<file path="config.mk">
export PLATFORM = sky130hd
export DESIGN_NAME = rx_descramble_ctrl
export DESIGN_NICKNAME = d
export VERILOG_FILES = /design/src/rtl/rx_descramble_ctrl.sv
export SDC_FILE = /design/constraint.sdc
export NUM_CORES = 1
export LEC_CHECK = 0
export BUFFER_PORTS_ARGS = -buffer_cell sky130_fd_sc_hd__buf_2
export CORE_MARGIN = 2
export CORE_UTILIZATION = 35
export DETAILED_ROUTE_END_ITERATION = 10
export GPL_TIMING_DRIVEN = 0
export PLACE_DENSITY = 0.65
export SLEW_MARGIN = 15
export SYNTH_ARGS = -nofsm -noshare
export SYNTH_HDL_FRONTEND = slang
export SYNTH_SLANG_ARGS = --single-unit
export TNS_END_PERCENT = 20
</file>
<file path="constraint.sdc">
create_clock -name logic_clk_in -period 3.8 [get_ports logic_clk_in]
set_input_delay 0.76 -clock logic_clk_in [delete_from_list [all_inputs] [get_ports logic_clk_in]]
set_output_delay 0.76 -clock logic_clk_in [all_outputs]
set_load 0.02 [all_outputs]
</file>
<file path="src/rtl/rx_descramble_ctrl.sv">
`timescale 1ns/1ps
`default_nettype none
// ============================================================================
// Module      : rx_descramble_ctrl
// Description : Sequences the rx descrambler over one frame (header + N data
//               blocks), generating per-word PN from a reseeded 32-bit LFSR.
//               Optional statistics counters: define RX_DESCR_STAT_EN.
// Revision    : 1.0 - initial release
// ============================================================================
module rx_descramble_ctrl #(
    parameter int HDR_WORDS = 16,
    parameter int BLK_WORDS = 93,
    parameter int MIN_GAP   = 0
) (
    input  logic        logic_clk_in,
    input  logic        logic_rst_in,
    input  logic        frame_start_in,
    input  logic [7:0]  block_num_in,
    input  logic [31:0] seed_in,
    input  logic        word_valid_in,
    input  logic [31:0] word_in,
    output logic        word_ready_out,
    output logic        data_pulse_out,
    output logic [31:0] data_out,
    output logic [31:0] pn_out,
    output logic        frame_busy_out,
    output logic        frame_done_out,
`ifdef RX_DESCR_STAT_EN
    output logic [15:0] frame_cnt_out,
    output logic [15:0] err_cnt_out,
`endif
    output logic        frame_err_out
);

    typedef enum logic [1:0] {
        ST_IDLE   = 2'd0,
        ST_HEADER = 2'd1,
        ST_DATA   = 2'd2,
        ST_DONE   = 2'd3
    } state_t;

    localparam logic [6:0] C_HDR_LAST = 7'(HDR_WORDS - 1);
    localparam logic [6:0] C_BLK_LAST = 7'(BLK_WORDS - 1);
    localparam logic [7:0] C_GAP      = 8'(MIN_GAP);

    state_t      state_q, state_d;
    logic [6:0]  wcnt_q,  wcnt_d;
    logic [7:0]  blk_q,   blk_d;
    logic [7:0]  n_q,     n_d;
    logic [31:0] seed_q,  seed_d;
    logic [31:0] lfsr_q,  lfsr_d;
    logic [7:0]  gap_q,   gap_d;
    logic        pulse_q, pulse_d;
    logic [31:0] data_q,  data_d;
    logic [31:0] pn_q,    pn_d;
    logic        err_q,   err_d;

    logic        w_ready;
    logic        w_accept;
    logic [31:0] w_blk_seed;
    logic [31:0] w_pn_cur;

    function automatic logic [31:0] lfsr_adv32(input logic [31:0] s);
        logic [31:0] v;
        v = s;
        for (int i = 0; i < 32; i++) begin
            v = {v[30:0], v[31] ^ v[21] ^ v[1] ^ v[0]};
        end
        return v;
    endfunction

    assign w_ready    = ((state_q == ST_HEADER) || (state_q == ST_DATA)) && (gap_q == 8'd0);
    assign w_accept   = word_valid_in & w_ready;
    assign w_blk_seed = seed_q ^ {24'd0, blk_q};
    // An all-zero reseed would lock the LFSR, so substitute 1.
    assign w_pn_cur   = (wcnt_q != 7'd0) ? lfsr_q :
                        (w_blk_seed == 32'd0) ? 32'h0000_0001 : w_blk_seed;

    always_comb begin
        state_d = state_q;
        wcnt_d  = wcnt_q;
        blk_d   = blk_q;
        n_d     = n_q;
        seed_d  = seed_q;
        lfsr_d  = lfsr_q;
        gap_d   = (gap_q != 8'd0) ? gap_q - 8'd1 : gap_q;
        pulse_d = 1'b0;
        data_d  = data_q;
        pn_d    = pn_q;
        err_d   = 1'b0;

        if (w_accept) begin
            gap_d   = C_GAP;
            pulse_d = 1'b1;
            data_d  = word_in;
        end

        unique case (state_q)
            ST_IDLE: begin
                if (frame_start_in) begin
                    state_d = ST_HEADER;
                    n_d     = block_num_in;
                    seed_d  = seed_in;
                    wcnt_d  = 7'd0;
                    blk_d   = 8'd0;
                    lfsr_d  = 32'd0;
                end
            end
            ST_HEADER: begin
                err_d = frame_start_in;
                if (w_accept) begin
                    pn_d = 32'd0;
                    if (wcnt_q == C_HDR_LAST) begin
                        wcnt_d  = 7'd0;
                        state_d = (n_q == 8'd0) ? ST_DONE : ST_DATA;
                    end else begin
                        wcnt_d = wcnt_q + 7'd1;
                    end
                end
            end
            ST_DATA: begin
                err_d = frame_start_in;
                if (w_accept) begin
                    pn_d   = w_pn_cur;
                    lfsr_d = lfsr_adv32(w_pn_cur);
                    if (wcnt_q == C_BLK_LAST) begin
                        wcnt_d = 7'd0;
                        if (blk_q == n_q - 8'd1) begin
                            state_d = ST_DONE;
                        end else begin
                            blk_d = blk_q + 8'd1;
                        end
                    end else begin
                        wcnt_d = wcnt_q + 7'd1;
                    end
                end
            end
            ST_DONE: begin
                err_d   = frame_start_in;
                state_d = ST_IDLE;
            end
            default: state_d = ST_IDLE;
        endcase
    end

    always_ff @(posedge logic_clk_in) begin
        if (logic_rst_in) begin
            state_q <= ST_IDLE;
            wcnt_q  <= 7'd0;
            blk_q   <= 8'd0;
            n_q     <= 8'd0;
            seed_q  <= 32'd0;
            lfsr_q  <= 32'd0;
            gap_q   <= 8'd0;
            pulse_q <= 1'b0;
            data_q  <= 32'd0;
            pn_q    <= 32'd0;
            err_q   <= 1'b0;
        end else begin
            state_q <= state_d;
            wcnt_q  <= wcnt_d;
            blk_q   <= blk_d;
            n_q     <= n_d;
            seed_q  <= seed_d;
            lfsr_q  <= lfsr_d;
            gap_q   <= gap_d;
            pulse_q <= pulse_d;
            data_q  <= data_d;
            pn_q    <= pn_d;
            err_q   <= err_d;
        end
    end

    assign word_ready_out = w_ready;
    assign data_pulse_out = pulse_q;
    assign data_out       = data_q;
    assign pn_out         = pn_q;
    assign frame_busy_out = (state_q == ST_HEADER) || (state_q == ST_DATA);
    // DONE is only ever entered on the last accept, so it lines up with that word's pulse.
    assign frame_done_out = (state_q == ST_DONE);
    assign frame_err_out  = err_q;

`ifdef RX_DESCR_STAT_EN
    logic [15:0] frame_cnt_q;
    logic [15:0] err_cnt_q;

    always_ff @(posedge logic_clk_in) begin
        if (logic_rst_in) begin
            frame_cnt_q <= 16'd0;
            err_cnt_q   <= 16'd0;
        end else begin
            if ((state_q == ST_DONE) && (frame_cnt_q != 16'hFFFF)) begin
                frame_cnt_q <= frame_cnt_q + 16'd1;
            end
            if (err_q && (err_cnt_q != 16'hFFFF)) begin
                err_cnt_q <= err_cnt_q + 16'd1;
            end
        end
    end

    assign frame_cnt_out = frame_cnt_q;
    assign err_cnt_out   = err_cnt_q;
`endif

endmodule
`default_nettype wire

</file>
==> impl_results.md <==
* Status: finished clean
* Fmax at 0.265 GHz
* WL final at 26100 um
* RSZ-0062 raised after global routing: no
* Hold_buf cts at 0
* Ratio of final minimum period to clock period at 99.5%
* Fin. Hold Viols at 0
* Final Wtd Congestion at 0.956
* CTS sink cnt at 163
* Final Power at 11.0 mW
* DR WL/cell at 17.1 um
* Final max-slew violation count at 0
* Mapped Area at 8530 um2
* Syn nets at 1105
* Vias/cell at 4.99
* Critical Path Sink: lfsr_q[2]
* Via count at 7596
* RR Endpoint: lfsr_q[2]
* CTS Buf Count at 17
* Antenna Violating Nets Remaining at 0
* Syn Area/Cell at 8.37 um2
* Layout area overhead at 20.8%
* Pin count of the biggest net entering global routing at 18
* Worst setup startpoint: lfsr_q[31]
* Max Clock Skew at 13.2 ps
* Worst Hold Class: reg -> reg
* Worst skew pair latency at 440 ps
* Full die area at 25600 um2
* FF-to-FF path depth at 11
* First-pass detailed-route iteration total at 6
* Max Root-Sink Buffers at 2
* Sequential area share after synthesis at 38.2%
* P_leak at 4.12 nW
* Die X at 160 um
* H-tree levels at 4
* Worst-path clk slew at 70 ps
* Worst r2r src: lfsr_q[31]
* Antenna violations before repair at 1
* Max_cap viols at 0
* Synth async-reset ratio at 0%
* Required time of the critical path at 4140 ps
* CTS tree: yes
* Main synth FF type: dfxtp_1
* # nets final at 1269
* Flop2flop setup slack at 20 ps
* Final Setup Violations at 0
* Post-synthesis cell count at 1019
* Critical Path Source Type: flop
* DP Cell Count at 1487
* First-pass GRT wire length at 41000 um
* Final core occ at 42.8%
* Root Buffer Master: clkbuf_16
* CP max FO at 5
* Share of layout cells above drive strength 1 at 17.9%
* Biggest area consumer among synthesized cells: dfxtp_1
* Iteration-0 DRC Markers at 489
* #FFs+latches synth at 163
* Core area at 24100 um2
* # DRC at 0
* Initial Util at 35.4%
* Cell variety after synth at 53
* # IOs at 145
* GRT Overall Usage at 20.5%
* Worst-margin pin slew at 981 ps
* Synth area leaders: dfxtp_1 38%, xnor2_1 11%, nand2_1 9.1%, a21oi_1 8.2%, xor2_1 5.4%
* PwrDens at 1070 nW/um2
* Critical path capture point type: flop
* Synthesis Warnings at 0
* Most frequent cell after synthesis: nand2_1
* Layout Cells excl Fill at 1521
* Normalized max-slew margin at 32.9%
* Synth top cells by count: 207 x nand2_1, 163 x dfxtp_1, 139 x a21oi_1
* EDFF count, synth at 0
* Peak VDD IR at 0.839 mV
* Crit path DAT at 4110 ps
* Vias in the first global route at 7383
* Critical path class: reg -> reg
* Minimum clock period at 3780 ps
* Total congestion overflow at 0
* Top cell type's share of synthesized area at 38.2%
* Die H at 160 um
* Std cell rows at 57
* DPL Wire Length at 20100 um
* PortBufs at 144
## where the power goes
group          total (mW)  switching, mW  internal (mW)
registers            2.07          0.197           1.87
clock network        1.81          0.811           1.00
logic                7.13           3.87           3.26
total                11.0           4.88           6.13
## repair_timing
action | in CTS | in global routing
gates cloned | 0 | 0
pin swaps | 1 | 4
resized for setup | 3 | 4
setup buffers | 1 | 0
setup endpoints to repair | 2 | 8
## registers in the layout, summed over array words and instances (netlist names)
signal / flops
lfsr_q: 32
data_out: 32
wcnt_q: 7
pn_out: 32
gap_q: 8
data_pulse_out: 1
frame_err_out: 1
blk_q: 8
n_q: 8
state_q: 2
seed_q: 32
## routing by layer
metal | track usage, % | up-vias | share of wire, %
met2 | 34.6 | 289 | 48
met3 | 5.04 | 42 | 7.2
met5 | 0 | - | 0
met4 | 6.18 | 0 | 2.5
li1 | - | 3725 | -
met1 | 25.8 | 3540 | 43
## worst min path at each step
stage                 startpoint      endpoint  slack (ps)  cells after the start
floorplan              seed_q[0]     seed_q[0]         450                      2
global placement     data_out[5]   data_out[5]         440                      2
detailed placement  data_out[22]  data_out[22]         450                      2
CTS                 data_out[28]  data_out[28]         460                      2
global route        data_out[27]  data_out[27]         470                      2
finish              data_out[28]  data_out[28]         460                      2
## cell type report
class | count | area [um2]
fill | 2490 | 13800
multi-input combinational | 784 | 4960
sequential | 163 | 3270
timing repair buffer | 145 | 728
clock buffer | 17 | 425
tap | 324 | 405
buffer | 63 | 300
clock inverter | 15 | 184
inverter | 9 | 33.8
antenna | 1 | 2.50
## kinds of logic (layout without fill, tap and decap cells)
logic type               count (synthesis)  in the layout  share of synthesized area (%)
AO/OA/AOI/OAI                          205            205                           13.7
AND/OR/NAND/NOR                        368            368                           18.0
multiplexers                            19             19                           2.43
other                                    0              1                              0
adder cells (fa/ha/maj)                 10             10                           1.47
buffers and inverters                   72            249                           3.92
XOR/XNOR                               182            182                           22.2
flip-flops                             163            163                           38.2
## cells in the final DEF (no fill, tap or decap), types with 4 or more instances in the layout
cell type / Yosys / final
a22oi_1: 28 / 28
dfxtp_1: 163 / 161
xnor2_1: 106 / 106
nor4_1: 7 / 6
nand4_1: 10 / 10
nand2_1: 207 / 207
xor2_1: 53 / 53
buf_2: 3 / 147
inv_6: 0 / 4
buf_1: 8 / 8
inv_8: 0 / 5
o21ai_0: 14 / 14
ha_1: 10 / 10
buf_6: 8 / 8
nor3_1: 9 / 9
a21oi_1: 139 / 139
a22o_1: 4 / 4
mux2i_1: 16 / 14
clkbuf_1: 44 / 44
xnor3_1: 10 / 10
nand3_1: 9 / 9
clkbuf_16: 0 / 17
and3_1: 5 / 5
nor2_1: 103 / 103
inv_1: 9 / 9
## metrics by stage
stage | hold WS [ps] | worst slack (ps) | cell area (um2) | TNS (ps)
finish | 456 | 20.8 | 10300 | 0
global route | 474 | 4.57 | 10300 | 0
CTS | 459 | 20.3 | 10300 | 0
detailed placement | 447 | -28.8 | 9660 | -41.3
global placement | 440 | -57.9 | 9660 | -90.9
floorplan | 448 | 435 | 8530 | 0
## worst max-delay path: stages, from the launching register on
cell,delay (ps)
dfxtp_1,400
xnor3_1,510
xor2_1,410
xnor2_1,180
mux2i_4,200
buf_4,220
xor2_1,490
xnor2_1,250
xnor2_1,210
xnor3_2,460
xor2_1,150
a22o_1,200
(Power assumes the default switching activity.)
